--- config.mk ---
export PLATFORM = sky130hd
export DESIGN_NAME = seq_mult16_flat
export DESIGN_NICKNAME = d
export VERILOG_FILES = /design/src/rtl/seq_mult16_if.sv /design/src/rtl/seq_mult16.sv /design/src/flat_wrapper.sv
export SDC_FILE = /design/constraint.sdc
export NUM_CORES = 1
export LEC_CHECK = 0
export CORE_MARGIN = 2
export CORE_UTILIZATION = 58
export CTS_CLUSTER_SIZE = 30
export DETAILED_ROUTE_END_ITERATION = 16
export PLACE_DENSITY = 0.82
export SLEW_MARGIN = 15
export SYNTH_ARGS = -nofsm -noshare
export SYNTH_HDL_FRONTEND = slang
export SYNTH_SLANG_ARGS = --single-unit
--- constraint.sdc ---
create_clock -name clock -period 6.5 [get_ports clock]
set_input_delay 0.975 -clock clock [delete_from_list [all_inputs] [get_ports clock]]
set_output_delay 0.975 -clock clock [all_outputs]
set_load 0.01 [all_outputs]
--- src/rtl/seq_mult16_if.sv ---
// Start/busy/result handshake between the multiplier tester and
// the iterative multiplier. The tester is master, the multiplier is slave.
interface seq_mult16_if #(
  parameter int WIDTH = 16
);
  logic               start;
  logic [WIDTH-1:0]   a;
  logic [WIDTH-1:0]   b;
  logic               inject_error;
  logic               busy;
  logic               done;
  logic [2*WIDTH-1:0] result;

  modport master (
    output start,
    output a,
    output b,
    output inject_error,
    input  busy,
    input  done,
    input  result
  );

  modport slave (
    input  start,
    input  a,
    input  b,
    input  inject_error,
    output busy,
    output done,
    output result
  );
endinterface

--- src/rtl/seq_mult16.sv ---
// Iterative shift-add unsigned multiplier, WIDTH iterations per product.
// Optional fault inject flips result bit 0 of the captured operation.
module seq_mult16 #(
  parameter int WIDTH = 16
) (
  input  logic         clock,
  input  logic         reset,
  seq_mult16_if.slave  m_if
);
  localparam int W2 = 2 * WIDTH;
  localparam int CW = $clog2(WIDTH);
  localparam logic [CW-1:0] LAST = CW'(WIDTH - 1);

  typedef enum logic [1:0] {
    IDLE,
    RUN,
    DONE
  } state_t;

  state_t           state_q, state_d;
  logic [W2-1:0]    mcand_q, mcand_d;
  logic [WIDTH-1:0] mplier_q, mplier_d;
  logic [W2-1:0]    acc_q, acc_d;
  logic [CW-1:0]    count_q, count_d;
  logic             inj_q, inj_d;
  logic             busy_q, busy_d;
  logic             done_q, done_d;
  logic [W2-1:0]    result_q, result_d;

  always_ff @(posedge clock or posedge reset) begin
    if (reset) begin
      state_q  <= IDLE;
      mcand_q  <= '0;
      mplier_q <= '0;
      acc_q    <= '0;
      count_q  <= '0;
      inj_q    <= 1'b0;
      busy_q   <= 1'b0;
      done_q   <= 1'b0;
      result_q <= '0;
    end else begin
      state_q  <= state_d;
      mcand_q  <= mcand_d;
      mplier_q <= mplier_d;
      acc_q    <= acc_d;
      count_q  <= count_d;
      inj_q    <= inj_d;
      busy_q   <= busy_d;
      done_q   <= done_d;
      result_q <= result_d;
    end
  end

  always_comb begin
    state_d  = state_q;
    mcand_d  = mcand_q;
    mplier_d = mplier_q;
    acc_d    = acc_q;
    count_d  = count_q;
    inj_d    = inj_q;
    busy_d   = busy_q;
    done_d   = 1'b0;
    result_d = result_q;
    unique case (state_q)
      IDLE: begin
        busy_d = 1'b0;
        if (m_if.start) begin
          mcand_d  = W2'(m_if.a);
          mplier_d = m_if.b;
          acc_d    = '0;
          count_d  = '0;
          inj_d    = m_if.inject_error;
          busy_d   = 1'b1;
          state_d  = RUN;
        end
      end
      RUN: begin
        // Fixed iteration count: no early exit on zero multiplier
        if (mplier_q[0]) acc_d = acc_q + mcand_q;
        mcand_d  = mcand_q << 1;
        mplier_d = mplier_q >> 1;
        count_d  = count_q + 1'b1;
        if (count_q == LAST) state_d = DONE;
      end
      DONE: begin
        result_d = acc_q ^ W2'(inj_q);
        done_d   = 1'b1;
        busy_d   = 1'b0;
        state_d  = IDLE;
      end
      default: state_d = IDLE;
    endcase
  end

  assign m_if.busy   = busy_q;
  assign m_if.done   = done_q;
  assign m_if.result = result_q;
endmodule

--- src/flat_wrapper.sv ---
// flat-port wrapper written by rule: the top's interface ports become plain ports
module seq_mult16_flat 
#(
  parameter int WIDTH = 16
)
  (clock, reset, m_if_start, m_if_a, m_if_b, m_if_inject_error, m_if_busy, m_if_done, m_if_result);
  seq_mult16_if #(.WIDTH(WIDTH)) m_if_i ();
  input  logic clock;
  input  logic reset;
  input wire logic [$bits(m_if_i.start)-1:0] m_if_start;
  input wire logic [$bits(m_if_i.a)-1:0] m_if_a;
  input wire logic [$bits(m_if_i.b)-1:0] m_if_b;
  input wire logic [$bits(m_if_i.inject_error)-1:0] m_if_inject_error;
  output wire logic [$bits(m_if_i.busy)-1:0] m_if_busy;
  output wire logic [$bits(m_if_i.done)-1:0] m_if_done;
  output wire logic [$bits(m_if_i.result)-1:0] m_if_result;
  assign m_if_i.start = m_if_start;
  assign m_if_i.a = m_if_a;
  assign m_if_i.b = m_if_b;
  assign m_if_i.inject_error = m_if_inject_error;
  assign m_if_busy = m_if_i.busy;
  assign m_if_done = m_if_i.done;
  assign m_if_result = m_if_i.result;
  seq_mult16 #(.WIDTH(WIDTH)) u_core (.clock(clock), .reset(reset), .m_if(m_if_i));
endmodule
======== Word level (Yosys, flattened, before mapping) ========
Index checks and enable logic that the tools add are counted.
word-level totals
  register bits ........................... 121
  latch bits .............................. 0
  bits in writable memories ............... 0
  bits in read-only memories .............. 0
  bits of input ports ..................... 36
  output and inout bits ................... 34
  word-level logic and storage cells ...... 40
  memories ................................ 0
cells by class
  add/subtract/negate cells ............... 2
  multipliers ............................. 0
  div/mod/pow operators ................... 0
  order comparisons ....................... 0
  eq/ne operators ......................... 6
  shift operators ......................... 0
  multiplexer cells ....................... 15
  bitwise logic cells ..................... 1
  reduce and logical (&&, ||, !) cells .... 7
operator list
  kind                                                    number
  case mux 32 bit (2 select lines)                        2
  two-way mux 32 bit                                      3
  adder 32 bit                                            1
  case mux 16 bit (2 select lines)                        1
  XOR 32 x 1 -> 32 bit                                    1
  two-way mux 16 bit                                      1
  case mux 4 bit (2 select lines)                         1
  AND reduction 2 bit                                     3
  adder 4 x 1 -> 4 bit (second input constant)            1
  == test 4 bit (second input constant)                   1
  two-way mux 2 bit                                       2
  two-way mux 4 bit                                       1
  inequality test 2 x 1 -> 1 bit (second input constant)  2
  case mux 2 bit (2 select lines)                         1
  nonzero test 2 bit                                      2
  AND reduction 3 bit                                     1
  == test 2 x 1 -> 1 bit (second input constant)          1
  == test 2 bit (second input constant)                   1
  logical NOT 2 bit                                       1
  two-way mux 1 bit                                       2
  inequality test 2 bit (second input constant)           1
  case mux 1 bit (2 select lines)                         1

======== Logic depth before layout (Yosys ltp) ========
  depth in word-level cells ............... 3
  gate-level depth with buffers ........... 12

======== Worst setup path before layout ========
No wires, ideal clock.
  path type ............................... reg2reg
  start ................................... register u_core.acc_q[0]
  end ..................................... register u_core.acc_q[24]
  setup time .............................. 125 ps
  data arrival time ....................... 2626 ps
  slack ................................... 3749 ps
  cell stages (with the launch flop) ...... 13
  buffers on the path ..................... 0
  cell sequence ........................... dfrtp_1 ha_1 inv_1 fa_1 nor2b_4 o31a_4 a2bb2oi_2 a221o_1 a211o_1 a41o_1 a21oi_2 xor2_1 o21ai_1
between the ends
  word-level cells in the longest chain between the ends .. 3
RTL lines
  item                              RTL line          text
  start, declared                   seq_mult16.sv:23  logic [W2-1:0] acc_q, acc_d;
  start signal, assigned            seq_mult16.sv:35  acc_q <= '0;
  start signal, assigned            seq_mult16.sv:45  acc_q <= acc_d;
  adder 32 bit                      seq_mult16.sv:79  if (mplier_q[0]) acc_d = acc_q + mcand_q;
  two-way mux 32 bit                seq_mult16.sv:79
  case mux 32 bit (2 select lines)  seq_mult16.sv:64  unique case (state_q)
Every way passes these cells. The select of a mux whose other input is x is not followed.
A chain may end at the register's enable or synchronous reset.

======== Worst setup path in the final report ========
  start ................................... register u_core.acc_q[0]
  end ..................................... register u_core.acc_q[26]
Same word-level chain as after synthesis.

==> results.json <==
{
  "status": "complete, no violations",
  "yosysUniqueCellTypes": 61,
  "postSynth.asyncResetShare_pct": 100,
  "pwr-share-comb_pct": 46.2,
  "drtPass1Iterations": 5,
  "crit_top_cell": "o21ai_0",
  "placed_cell_area_sq_um": 7160,
  "globalRouteOverflowTotal": 0,
  "n_antenna_cell": 0,
  "avgSynthCellArea_sq_um": 10.6,
  "drv_slew": 0,
  "p_clk_share_pct": 22.9,
  "crit_path_end_kind": "flip-flop",
  "cts.repair.resized": 0,
  "numCtsBuffers": 17,
  "start_util_pct": 59.0,
  "hold_start": "u_core.mplier_q[1]",
  "rsz0062_at_grt": "no",
  "die_h_um": 109,
  "insertion_delay_ns": 0.53,
  "ys_seq_area_share_pct": 47.6,
  "dp.final_hpwl_um": 9730,
  "max_freq_mhz": 323,
  "vdd_drop_max_uv": 335,
  "place_congestion": 0.887,
  "clock_skew_ns": 0.00949,
  "initialDrtViolationCount": 254,
  "layout.nets": 733,
  "drive_gt1_share_pct": 12.0,
  "drc_errors": 0,
  "p_switching_mw": 1.68,
  "vias": 4932,
  "cp_top_family": "compound AO/OA/AOI/OAI gates",
  "r2r_setup_slack_ns": 3.41,
  "setup_viol": 0,
  "antenna_found_initial": 0,
  "holdPathStages": 2,
  "ys.flop_type": "dfrtp_1",
  "grt_max_degree": 65,
  "reg2reg_from": "u_core.acc_q[0]",
  "p_leak_nw": 3.63,
  "viasPerCell": 6.04,
  "crit_fanout": 5,
  "crit_buf_inv": 1,
  "synth_edf_count": 0,
  "finalWirelength_um": 14400,
  "cts_sinks": 121,
  "coreArea_sq_um": 10800,
  "io_pins": 70,
  "swShare_pct": 39.4,
  "fin_crit_sh_pct": 47.6,
  "die_w_um": 109,
  "hold_buffers": 0,
  "maxCapViolations": 0,
  "netlist_area_sq_um": 6360,
  "slew_headroom_pct": 41.1,
  "netlist_instances": 603,
  "grt_pass1_wl_um": 24000,
  "seqPwrFrac_pct": 30.9,
  "grt_pass1_vias": 4954,
  "port_buffers": 69,
  "antenna_left": 0,
  "timing.rr.end": "u_core.acc_q[26]",
  "cp.arrival_ns": 3.47,
  "final_area_sq_um": 7770,
  "rows": 38,
  "synth_warnings": 0,
  "wl_per_cell_um": 17.6,
  "cpPeakStageDelay_ns": 0.55,
  "critPathKind": "reg -> reg",
  "cp-start-kind": "flip-flop",
  "required_ns": 6.88,
  "clk_pin_slew_ns": 0.06,
  "clock_path_buffers": 2,
  "hold_path_end": "u_core.mplier_q[1]",
  "syn_nets": 672,
  "cts_tree": "done",
  "worst-r2r-cell-count": 12,
  "syn2layout_area_growth_pct": 22.1,
  "hp-class": "reg -> reg",
  "cts_setup_buffers": 0,
  "final_hold_viol_count": 0,
  "timing.final.crit_period_ns": 3.09,
  "intPower_mw": 2.58,
  "worstMarginPinSlew_ns": 0.881,
  "ys_seq_elements": 121,
  "cp_slowest_cell": "a221oi_1",
  "finalSetupTns_ns": 0,
  "track_usage_pct": 26.7,
  "powerDensity_nw_per_um2": 548,
  "cts-root-buf": "clkbuf_8",
  "path_cells": "ha_1 -> inv_1 -> fa_1 -> nor2b_4 -> o31a_4 -> a2bb2oi_2 -> a21oi_1 -> o21ai_0 -> a221oi_1 -> o21ai_0 -> xnor2_1 -> o21ai_0",
  "htreeDepth": 4,
  "die_area_sq_um": 11800
}
## per-stage QoR
| stage | cells | power (mW) | worst slack (ns) | hold slack, ns | util, % |
|---|---|---|---|---|---|
| 6_report | 816 | 4.26 | 3.41 | 0.477 | 72.0 |
| 5_1_grt | 816 | 4.55 | 3.20 | 0.514 | 72.0 |
| 4_1_cts | 816 | 4.25 | 3.44 | 0.482 | 72.0 |
| 3_5_place_dp | 785 | 3.24 | 3.50 | 0.470 | 66.3 |
| 3_3_place_gp | 785 | 3.15 | 3.59 | 0.461 | 66.3 |
| 2_1_floorplan | 603 | 2.71 | 2.31 | 0.449 | - |
## worst max path at each step
stage / from / cells past startpoint / slack, ns / to
after floorplan: reset / 1 / 2.31 / u_core.acc_q[0]
after global placement: u_core.acc_q[0] / 12 / 3.59 / u_core.acc_q[24]
after detailed placement: u_core.mcand_q[0] / 12 / 3.50 / u_core.acc_q[30]
after CTS: u_core.acc_q[0] / 12 / 3.44 / u_core.acc_q[26]
after global routing: u_core.mcand_q[0] / 12 / 3.20 / u_core.acc_q[30]
final: u_core.acc_q[0] / 12 / 3.41 / u_core.acc_q[26]
## power by group through the flow
stage	Combinational (mW)	Sequential, mW	Clock [mW]
finish	1.97	1.32	0.975
global placement	1.85	1.30	0
CTS	1.95	1.31	0.984
detailed placement	1.92	1.32	0
floorplan	1.44	1.26	0
global route	2.17	1.35	1.02
## sequential cells by signal (all words and copies together), names as in the netlist
name,flops
u_core.m_if.done,1
u_core.inj_q,1
u_core.m_if.result,32
u_core.mplier_q,16
u_core.acc_q,32
u_core.m_if.busy,1
u_core.state_q,2
u_core.mcand_q,32
u_core.count_q,4
## cell usage after synthesis (3+ instances only)
| library cell | number | share of area [%] |
|---|---|---|
| nor2b_1 | 9 | 0.88 |
| buf_2 | 4 | 0.31 |
| nand2b_1 | 4 | 0.39 |
| a21o_1 | 16 | 1.9 |
| dfrtp_1 | 121 | 48 |
| inv_1 | 11 | 0.65 |
| o211ai_1 | 4 | 0.47 |
| a21oi_1 | 27 | 2.1 |
| mux2i_1 | 30 | 4.7 |
| xnor2_1 | 14 | 1.9 |
| xor2_1 | 13 | 1.8 |
| o21bai_1 | 4 | 0.47 |
| a22o_1 | 19 | 2.6 |
| buf_1 | 4 | 0.24 |
| a221oi_1 | 3 | 0.41 |
| mux2_2 | 32 | 5.7 |
| nand3_1 | 5 | 0.39 |
| nand2_1 | 83 | 4.9 |
| clkbuf_1 | 24 | 1.4 |
| ha_1 | 32 | 6.3 |
| a32o_1 | 3 | 0.47 |
| o21ai_0 | 72 | 5.7 |
| a211o_1 | 3 | 0.41 |
| nand4_1 | 6 | 0.59 |
| o31ai_1 | 3 | 0.35 |
| nor2_1 | 13 | 0.77 |
## worst min-delay path, stage by stage, from the launching register on
cell and delay (ns):
dfrtp_1 0.34, nand2_1 0.05, o21ai_0 0.06
## cell type report
type / count / area, sq um
Clock buffer: 23 / 467
Timing Repair Buffer: 74 / 728
Fill cell: 767 / 3020
Multi-Input combinational cell: 439 / 3190
Tap cell: 140 / 175
Clock inverter: 8 / 143
Sequential cell: 121 / 3030
Inverter: 11 / 43.8
## layout by cell type (no fill, tap or decap), types with 4 or more instances in the layout
cell and count:
o211ai_1 4, clkdlybuf4s50_1 69, nand2_1 83, o21ai_0 72, nand2b_1 4, nor2_1 13, mux2_2 32, inv_1 10
a22o_1 19, nor2b_1 7, mux2i_1 30, xor2_1 13, buf_4 5, xnor2_1 14, clkbuf_8 4, nand4_1 6
clkbuf_16 16, dfrtp_1 121, bufinv_16 4, a21oi_1 27, nand3_1 5, ha_1 32, a21o_1 16
## logic make-up after synthesis
logic type,after synthesis,synth area share [%]
muxes,62,10.4
DFF,121,47.6
buffers and inverters,43,2.62
xor gates and xnor gates,27,3.72
adders and majority gates,33,6.61
and+or+nand+nor,135,9.95
AOI/OAI and AO/OA,182,19.2
## routing by layer
| layer | track usage, % | wire length, um | vias up |
|---|---|---|---|
| met5 | 0 | 0 | - |
| met4 | 12.3 | 291 | 0 |
| met3 | 7.05 | 747 | 23 |
| met2 | 42.3 | 7000 | 154 |
| met1 | 34.3 | 6350 | 2439 |
| li1 | - | - | 2316 |
No activity file was read; power rests on OpenSTA's default activity.
